--- config.mk ---
export PLATFORM = sky130hd
export DESIGN_NAME = udp_tx_frame_builder
export DESIGN_NICKNAME = d
export VERILOG_FILES = /design/src/rtl/udp_tx_frame_builder.sv
export SDC_FILE = /design/constraint.sdc
export NUM_CORES = 1
export LEC_CHECK = 0
export ABC_AREA = 1
export BUFFER_PORTS_ARGS = -buffer_cell sky130_fd_sc_hd__buf_2
export CAP_MARGIN = 20
export CORE_MARGIN = 5
export CORE_UTILIZATION = 55
export DETAILED_ROUTE_END_ITERATION = 10
export PLACE_DENSITY = 0.77
export SYNTH_ARGS = -nofsm -noshare
export SYNTH_HDL_FRONTEND = slang
export SYNTH_SLANG_ARGS = --single-unit
--- constraint.sdc ---
create_clock -name clk -period 4.4 [get_ports clk]
set_input_delay 0.88 -clock clk [delete_from_list [all_inputs] [get_ports clk]]
set_output_delay 0.88 -clock clk [all_outputs]
set_load 0.02 [all_outputs]
--- src/rtl/udp_tx_frame_builder.sv ---
// Byte-serial Ethernet/IPv4/UDP frame builder feeding a MAC TX AXI-Stream port.
// Header and opcode are generated internally; payload is drained from an FWFT FIFO.
module udp_tx_frame_builder #(
  parameter logic [47:0] SRC_MAC  = 48'h02_00_00_00_00_50,
  parameter logic [47:0] DST_MAC  = 48'hFF_FF_FF_FF_FF_FF,
  parameter logic [31:0] SRC_IP   = {8'd192, 8'd168, 8'd1, 8'd50},
  parameter logic [31:0] DST_IP   = {8'd192, 8'd168, 8'd1, 8'd100},
  parameter logic [15:0] SRC_PORT = 16'd55556,
  parameter logic [15:0] DST_PORT = 16'd55555,
  parameter int unsigned MAX_LEN  = 1024
) (
  input  logic        clk,
  input  logic        rst,
  input  logic        tx_start,
  input  logic [10:0] tx_len,
  input  logic [11:0] tx_index,
  output logic        tx_busy,
  output logic        tx_err,
  input  logic [7:0]  fifo_dout,
  input  logic [10:0] fifo_count,
  output logic        fifo_rd_en,
  output logic [7:0]  m_axis_tdata,
  output logic        m_axis_tvalid,
  input  logic        m_axis_tready,
  output logic        m_axis_tlast
);

  localparam int unsigned CNT_W    = 11;
  localparam int unsigned ID_W     = 16;
  localparam int unsigned ACC_W    = 32;
  localparam logic [CNT_W-1:0] HDR_LAST = CNT_W'(44);
  localparam logic [CNT_W-1:0] MIN_LAST = CNT_W'(59);

  typedef enum logic [2:0] {
    IDLE,
    WAIT_DATA,
    CSUM,
    HDR,
    PAYLOAD,
    PAD
  } state_t;

  state_t             state_q, state_d;
  logic [CNT_W-1:0]   cnt_q, cnt_d;
  logic [CNT_W-1:0]   len_q, len_d;
  logic [11:0]        idx_q, idx_d;
  logic [ID_W-1:0]    id_q, id_d;
  logic [ACC_W-1:0]   acc_q, acc_d;
  logic [1:0]         cyc_q, cyc_d;
  logic               busy_q, busy_d;
  logic               err_q, err_d;
  logic               valid_q, valid_d;
  logic               last_q, last_d;
  logic [7:0]         data_q, data_d;

  logic [15:0]        tot_len, udp_len;
  logic [CNT_W-1:0]   pay_end, last_idx, cnt_inc;
  logic               hs, len_ok;
  logic [ACC_W-1:0]   hdr_sum;
  logic [7:0]         hdr_next, hdr_first;

  // Header byte at position i; the checksum field comes from the folded accumulator.
  function automatic logic [7:0] hdr_byte(input logic [10:0] i,
                                          input logic [15:0] tot,
                                          input logic [15:0] id,
                                          input logic [15:0] cs,
                                          input logic [15:0] udp,
                                          input logic [11:0] idx);
    int k;
    k = int'(i);
    hdr_byte = 8'h00;
    if (k < 6)                 hdr_byte = 8'(DST_MAC >> (8 * (5 - k)));
    else if (k < 12)           hdr_byte = 8'(SRC_MAC >> (8 * (11 - k)));
    else if (k >= 26 && k < 30) hdr_byte = 8'(SRC_IP >> (8 * (29 - k)));
    else if (k >= 30 && k < 34) hdr_byte = 8'(DST_IP >> (8 * (33 - k)));
    else begin
      case (k)
        12:      hdr_byte = 8'h08;
        14:      hdr_byte = 8'h45;
        16:      hdr_byte = tot[15:8];
        17:      hdr_byte = tot[7:0];
        18:      hdr_byte = id[15:8];
        19:      hdr_byte = id[7:0];
        20:      hdr_byte = 8'h40;
        22:      hdr_byte = 8'h40;
        23:      hdr_byte = 8'h11;
        24:      hdr_byte = cs[15:8];
        25:      hdr_byte = cs[7:0];
        34:      hdr_byte = SRC_PORT[15:8];
        35:      hdr_byte = SRC_PORT[7:0];
        36:      hdr_byte = DST_PORT[15:8];
        37:      hdr_byte = DST_PORT[7:0];
        38:      hdr_byte = udp[15:8];
        39:      hdr_byte = udp[7:0];
        42:      hdr_byte = 8'hFE;
        43:      hdr_byte = {4'hD, idx[11:8]};
        44:      hdr_byte = idx[7:0];
        default: hdr_byte = 8'h00;
      endcase
    end
  endfunction

  assign tot_len  = 16'(len_q) + 16'd31;
  assign udp_len  = 16'(len_q) + 16'd11;
  assign pay_end  = len_q + HDR_LAST;
  assign last_idx = (pay_end < MIN_LAST) ? MIN_LAST : pay_end;
  assign cnt_inc  = cnt_q + CNT_W'(1);
  assign hs       = valid_q & m_axis_tready;
  assign len_ok   = (tx_len != 11'd0) && (32'(tx_len) <= MAX_LEN);

  // Ten header words with the checksum word taken as zero.
  assign hdr_sum = 32'h0000_4500 + 32'(tot_len) + 32'(id_q) + 32'h0000_4000 +
                   32'h0000_4011 + 32'(SRC_IP[31:16]) + 32'(SRC_IP[15:0]) +
                   32'(DST_IP[31:16]) + 32'(DST_IP[15:0]);

  assign hdr_next  = hdr_byte(cnt_inc, tot_len, id_q, acc_q[15:0], udp_len, idx_q);
  assign hdr_first = hdr_byte(CNT_W'(0), tot_len, id_q, acc_q[15:0], udp_len, idx_q);

  assign tx_busy       = busy_q;
  assign tx_err        = err_q;
  assign m_axis_tvalid = valid_q;
  assign m_axis_tlast  = last_q;
  // Payload bytes pass straight from the FWFT head so each pop exposes the next byte.
  assign m_axis_tdata  = (state_q == PAYLOAD) ? fifo_dout : data_q;
  assign fifo_rd_en    = (state_q == PAYLOAD) & valid_q & m_axis_tready;

  always_ff @(posedge clk or posedge rst) begin
    if (rst) begin
      state_q <= IDLE;
      cnt_q   <= '0;
      len_q   <= '0;
      idx_q   <= '0;
      id_q    <= '0;
      acc_q   <= '0;
      cyc_q   <= '0;
      busy_q  <= 1'b0;
      err_q   <= 1'b0;
      valid_q <= 1'b0;
      last_q  <= 1'b0;
      data_q  <= '0;
    end else begin
      state_q <= state_d;
      cnt_q   <= cnt_d;
      len_q   <= len_d;
      idx_q   <= idx_d;
      id_q    <= id_d;
      acc_q   <= acc_d;
      cyc_q   <= cyc_d;
      busy_q  <= busy_d;
      err_q   <= err_d;
      valid_q <= valid_d;
      last_q  <= last_d;
      data_q  <= data_d;
    end
  end

  always_comb begin
    state_d = state_q;
    cnt_d   = cnt_q;
    len_d   = len_q;
    idx_d   = idx_q;
    id_d    = id_q;
    acc_d   = acc_q;
    cyc_d   = cyc_q;
    busy_d  = busy_q;
    err_d   = 1'b0;
    valid_d = valid_q;
    last_d  = last_q;
    data_d  = data_q;

    case (state_q)
      IDLE: begin
        if (tx_start) begin
          if (len_ok) begin
            len_d   = tx_len;
            idx_d   = tx_index;
            busy_d  = 1'b1;
            state_d = WAIT_DATA;
          end else begin
            err_d = 1'b1;
          end
        end
      end
      // Whole payload must be buffered so tvalid never drops mid-frame.
      WAIT_DATA: begin
        if (fifo_count >= len_q) begin
          state_d = CSUM;
          cyc_d   = 2'd0;
        end
      end
      CSUM: begin
        cyc_d = cyc_q + 2'd1;
        case (cyc_q)
          2'd0:    acc_d = hdr_sum;
          2'd1,
          2'd2:    acc_d = {16'h0000, acc_q[15:0]} + {16'h0000, acc_q[31:16]};
          default: begin
            acc_d   = {16'h0000, ~acc_q[15:0]};
            state_d = HDR;
            cnt_d   = '0;
            valid_d = 1'b1;
            last_d  = 1'b0;
            data_d  = hdr_first;
          end
        endcase
      end
      HDR: begin
        if (hs) begin
          cnt_d = cnt_inc;
          if (cnt_q == HDR_LAST) begin
            state_d = PAYLOAD;
            data_d  = 8'h00;
          end else begin
            data_d = hdr_next;
          end
        end
      end
      PAYLOAD, PAD: begin
        if (hs) begin
          if (last_q) begin
            state_d = IDLE;
            valid_d = 1'b0;
            last_d  = 1'b0;
            busy_d  = 1'b0;
            cnt_d   = '0;
            data_d  = 8'h00;
            id_d    = id_q + ID_W'(1);
          end else begin
            cnt_d  = cnt_inc;
            last_d = (cnt_inc == last_idx);
            if (state_q == PAYLOAD && cnt_q == pay_end) begin
              state_d = PAD;
              data_d  = 8'h00;
            end
          end
        end
      end
      default: state_d = IDLE;
    endcase
  end

endmodule

==> results of run 1 <==
-- cell families after synthesis --
group	Yosys count
buffers and inverters	185
muxes	10
xor gates and xnor gates	46
DFF	85
and+or+nand+nor	690
AOI/OAI and AO/OA	204
adders and majority gates	62
-- worst min path at each step --
| stage | start | end | slack [ps] | cells after the start |
|---|---|---|---|---|
| global route | rst | tx_busy | 460 | 2 |
| detailed placement | idx_q[8] | idx_q[8] | 500 | 1 |
| CTS | rst | acc_q[8] | 450 | 2 |
| finish | rst | cyc_q[0] | 440 | 2 |
| global placement | idx_q[7] | idx_q[7] | 490 | 1 |
| floorplan | acc_q[16] | acc_q[16] | 460 | 2 |
-- cell usage after synthesis (5+ instances only) --
library cell | count | area share
nand3_1 | 134 | 0.080
buf_4 | 5 | 0.0045
o22ai_1 | 11 | 0.0082
dfrtp_1 | 85 | 0.25
nand2_2 | 8 | 0.0060
xor2_1 | 41 | 0.043
nor3_1 | 24 | 0.014
nand2_1 | 326 | 0.15
xnor2_1 | 5 | 0.0052
a21oi_1 | 62 | 0.037
nand4_1 | 30 | 0.022
a31oi_1 | 9 | 0.0067
ha_1 | 60 | 0.090
nor2_1 | 128 | 0.057
clkbuf_1 | 17 | 0.0076
nor2_2 | 15 | 0.011
o211ai_1 | 17 | 0.015
o21ai_0 | 79 | 0.047
mux2_2 | 10 | 0.013
buf_2 | 6 | 0.0036
nor4_1 | 8 | 0.0060
inv_1 | 149 | 0.067
o2111ai_1 | 5 | 0.0052
-- critical path, delay by kind of cell (launching register included) --
family | cells | cell delay, ps
AO/OA/AOI/OAI | 7 | 1060
flip-flops | 1 | 450
XOR/XNOR | 1 | 190
buffers and inverters | 2 | 300
adder cells (fa/ha/maj) | 3 | 850
AND/OR/NAND/NOR | 6 | 860
-- where the power goes --
part	switching, mW	leakage, nW	internal [mW]
clock network	0.378	0.152	0.457
registers	0.294	1.03	1.06
logic	2.76	3.54	1.47
-- flip-flops by register name (all words and copies together) (netlist names) --
signal,count
id_q,16
len_q,11
acc_q,18
data_q,8
tx_err,1
state_q,3
m_axis_tvalid,1
cyc_q,2
idx_q,12
cnt_q,11
tx_busy,1
m_axis_tlast,1
-- metal layers --
metal / routed length, um / vias up / track usage
met5: 0 / - / 0
met4: 541 / 0 / 0.08171
met3: 1980 / 43 / 0.05665
met2: 11970 / 337 / 0.4678
met1: 11300 / 4080 / 0.3904
li1: - / 4395 / -
-- through the flow --
stage / instance area [sq um] / std cells
2_1_floorplan: 8382 / 1282
3_3_place_gp: 8879 / 1512
3_5_place_dp: 8879 / 1512
4_1_cts: 9193 / 1528
5_1_grt: 9193 / 1528
6_report: 9193 / 1528
-- cell type report --
class | count | area share
Inverter | 154 | 0.06302
Tap cell | 188 | 0.02559
Timing Repair Buffer | 73 | 0.04383
Clock inverter | 7 | 0.009664
Multi-Input combinational cell | 1012 | 0.6020
Sequential cell | 85 | 0.2314
Clock buffer | 9 | 0.02450
==> impl_metrics.yaml, run 1 <==
sta:
  finalSetupViolations: 0
  finalCriticalPeriod_ps: 3848
  rsz0062_at_grt: "false"
  worst_slack_ps: 552.2
  hold_viol_final: 0
  tightest_slew_ps: 917.5
  fin_crit_sh: 0.8745
  finalSetupTns_ps: 0
  fin_skew_ps: 11.63
  fin_hold_ws_ps: 437.2
  max_slew_margin: 0.3831
  max_freq_mhz: 259.9
  drv_slew: 0
global_route:
  grt_use_total: 0.2874
  grt_pass1_vias: 8044
  grt_overflow: 0
  grt_max_degree: 41
  antenna_found_initial: 0
  grt_pass1_wl_um: 41200
clocking:
  cts.clk_slew.worst_paths_ps: 70
  clock_latency_ps: 360
  cts-buffers-inserted: 9
  clk_path_buf_depth: 2
  cts_root_buf: "clkbuf_16"
  cts_sinks: 85
  tritoncts: "done"
  hold_buffers: 0
  cts_setup_buffers: 0
  cts_resized: 0
  h-tree-depth: 3
synthesis:
  yosysSeqAreaShare: 0.2538
  post_synth_mux_area_share: 0.01343
  synth_nets: 1390
  yosys.area_share.xor_xnor: 0.04807
  syn_area_per_cell_sq_um: 6.538
  ys_async_sr_fraction: 1.000
  syn_inst: 1282
  synth.distinct_cells: 48
  ys_ff_latch: 85
  synth_fa_ha_area_frac: 0.09434
  synth-simple-area-share: 0.3644
  synth-main-ff-cell: "dfrtp_1"
  syn_area_sq_um: 8382
  synth_edf_count: 0
  synth_compound_area_frac: 0.1400
  synth_warnings: 0
  synth_top_family_by_area: "simple AND/OR/NAND/NOR gates"
final_layout:
  fin_nets: 1443
  final-seq-area_sq_um: 2127
  area_growth_pct: 9.673
  insertedDiodeCount: 0
  multi_input_area_sq_um: 5534
  fillers: 1500
  final_common_cell: "nand2_1"
  final_util: 0.6092
  layout_common_cells: "nand2_1, inv_1, nand3_1, nor2_1, dfrtp_1"
  drive_gt1_frac: 0.1060
routing:
  ant_nets: 0
  routedWlPerCell_um: 16.88
  via_count: 8855
  dr.pass1.iters: 5
  drtIter0Drc: 867
  route.detailed.drc: 0
  vias_per_cell: 5.795
  routed_wl_um: 25800
power:
  p_leak_nw: 4.724
  power.density_nw_per_um2: 697.9
  p_total_mw: 6.415
  peakVddDrop_mv: 0.2886
critical_path:
  critical_path_class: "reg -> reg"
  worst_setup_path_end_kind: "flop"
  critical_path_required_ps: 4630
  rrSetupSlack_ps: 550
  crit_slowest_cell: "dfrtp_1"
  critPathArrivalTime_ps: 4080
  reg2reg_to: "acc_q[10]"
  path_cells: "inv_1 > ha_1 > nand2_1 > o21ai_0 > xor2_1 > ha_1 > inv_1 > ha_1 > nand2_1 > o21ai_0 > a21oi_1 > or2_2 > nand2_1 > a21oi_1 > or2_2 > nand3_1 > a21oi_1 > o21ai_0 > o21ai_0"
  crit_end: "acc_q[10]"
  slowest_delay_ps: 450
  reg2reg_depth: 19
  startpoint: "len_q[2]"
  worstPathMaxFanout: 9
  critPathMostFrequentCell: "o21ai_0"
  worstSetupStartpointType: "flop"
  reg2reg_from: "len_q[2]"
die:
  core-area_sq_um: 15090
  start_util: 0.5555
  die-area_sq_um: 17810
  die_h_um: 133.5
  die_w_um: 133.5
  row_count: 45
  io_pins: 59
place:
  gp_congestion: 1.023
  io_buffers: 58
  hpwl_um: 20450
  pre_cts_ws_ps: 637.9
run_status:
  outcome: "finished, final reports clean"
job:
  drv_cap: 0
worst_hold_path:
  hold_class: "in -> async"
Note: power is estimated with default switching activity, not from simulation.
==> inputs of run 2 (changes only) <==
CORE_UTILIZATION = 45   (was 55)
PLACE_DENSITY = 0.65   (was 0.77)
==> run 2 against run 1 <==
  * Setup slack worse by 55 ps
  * Clock skew grew 2.3 ps
  * Count of clock-buffer cells in the layout unchanged
  * Sequential power hardly changed
  * Power shrank 0.51%
  * Worst hold slack gained 74 ps
  * Global-route usage shrank 4.2 points
  * Wire length grew 3.0%
  * Sequential share of layout area decreased by 0.053 points
  * Critical endpoint is now acc_q[15]
  * Largest cell class unchanged
  * First-iteration DRC count fell by 16%
  * Via count shrank 1.2%
==> impl_metrics.yaml, run 2 (synthesis gave the netlist of run 1 again) <==
critical_path:
  reg2reg_depth: 18
  worstSetupStartpointType: "flop"
  worstPathMaxFanout: 9
  worst_setup_path_end_kind: "flop"
  critical_path_required_ps: 4630
  critPathArrivalTime_ps: 4130
  critical_path_class: "reg -> reg"
power:
  p_int_mw: 2.925
  switching_share: 0.5417
  pwr-share-comb: 0.665
  power_frac_clock: 0.123
  seqPwrFrac: 0.213
  peakVddDrop_mv: 0.3314
  power.density_nw_per_um2: 692.7
  p_leak_nw: 4.708
  power.switching_mw: 3.458
clocking:
  clk_path_buf_depth: 2
  h-tree-depth: 3
  cts-buffers-inserted: 9
  cts_sinks: 85
  cts.clk_slew.worst_paths_ps: 70
  cts_root_buf: "clkbuf_16"
  tritoncts: "done"
  clock_latency_ps: 370
  cts_resized: 0
  hold_buffers: 0
  cts_setup_buffers: 0
sta:
  drv_slew: 0
  finalSetupViolations: 0
  fin_skew_ps: 13.90
  fin_crit_sh: 0.8871
  finalSetupTns_ps: 0
  finalCriticalPeriod_ps: 3903
  worst_slack_ps: 496.8
  hold_viol_final: 0
  max_freq_mhz: 256.2
  max_slew_margin: 0.3889
  fin_hold_ws_ps: 511.6
  tightest_slew_ps: 908.9
  rsz0062_at_grt: "false"
routing:
  ant_nets: 0
  route.detailed.drc: 0
  routed_wl_um: 26570
  vias_per_cell: 5.563
  dr.pass1.iters: 5
  drtIter0Drc: 726
  routedWlPerCell_um: 16.90
  via_count: 8745
die:
  die_w_um: 146.5
  io_pins: 59
  die-area_sq_um: 21450
  row_count: 50
  start_util: 0.4526
  core-area_sq_um: 18520
  die_h_um: 146.5
worst_hold_path:
  hold_depth: 1
  hold_class: "reg -> reg"
final_layout:
  final_common_cell: "nand2_1"
  layout_common_cells: "nand2_1, inv_1, nand3_1, nor2_1, dfrtp_1"
  final_util: 0.4976
  fin_nets: 1441
  reg_top3: "acc_q x18, id_q x16, idx_q x12"
  insertedDiodeCount: 0
  top_register: "acc_q"
  largest_reg_flops: 18
  drive_gt1_frac: 0.1046
  area_growth_pct: 9.927
run_status:
  outcome: "finished, final reports clean"
place:
  hpwl_um: 21000
  io_buffers: 58
  gp_congestion: 0.9968
  pre_cts_ws_ps: 624.2
global_route:
  grt_pass1_vias: 8113
  grt_use_total: 0.2457
  grt_pass1_wl_um: 42620
  grt_max_degree: 41
  antenna_found_initial: 0
  grt_overflow: 0
job:
  drv_cap: 0
run 2: through the flow:
stage,area (sq um),std cells,power [mW]
after floorplan,8382,1282,4.416
after global placement,8921,1556,5.480
after detailed placement,8921,1556,5.515
after CTS,9214,1572,6.335
after global routing,9214,1572,7.057
final,9214,1572,6.382
run 2: area by class of cell:
type / count / area, sq um
Clock buffer: 9 / 225.2
Clock inverter: 7 / 67.56
Fill cell: 1893 / 9304
Inverter: 154 / 579.3
Multi-Input combinational cell: 1012 / 5534
Sequential cell: 85 / 2127
Tap cell: 234 / 292.8
Timing Repair Buffer: 71 / 387.9
run 2: power groups by stage:
stage	sequential, mW	clock, mW	combinational (mW)
after CTS	1.35	0.800	4.18
after global placement	1.36	0	4.12
after detailed placement	1.37	0	4.15
final	1.36	0.782	4.24
after global routing	1.40	0.831	4.83
after floorplan	1.27	0	3.15
run 2: routing by layer:
layer,part of all wire,vias up,global-route usage
li1,-,4376,-
met1,0.45,4007,0.3379
met2,0.46,313,0.3985
met3,0.066,49,0.04593
met4,0.021,0,0.06491
met5,0,-,0
run 2: final timing paths:
| kind | start | endpoint | slack [ps] |
|---|---|---|---|
| setup / recovery | len_q[2] | acc_q[15] | 500 |
| hold / removal | idx_q[11] | idx_q[11] | 510 |
| setup reg to reg | len_q[2] | acc_q[15] | 500 |
| hold reg to reg | idx_q[11] | idx_q[11] | 510 |
| max in group asynchronous | rst | idx_q[2] | 3080 |
| min in group asynchronous | rst | cnt_q[2] | 520 |
run 2: worst max-delay path, stage by stage, from the launching register on:
cell and delay (ps):
dfrtp_1 450, inv_1 270, ha_1 220, nand2_1 90
o21ai_0 440, nor3_1 110, xor2_1 260, ha_1 290
ha_1 350, inv_1 80, nor3_1 280, nand3_1 120
o2111ai_1 140, nand2_1 110, nor2_1 120, xor2_1 140
o21ai_0 90, a21oi_1 130, o21ai_0 90
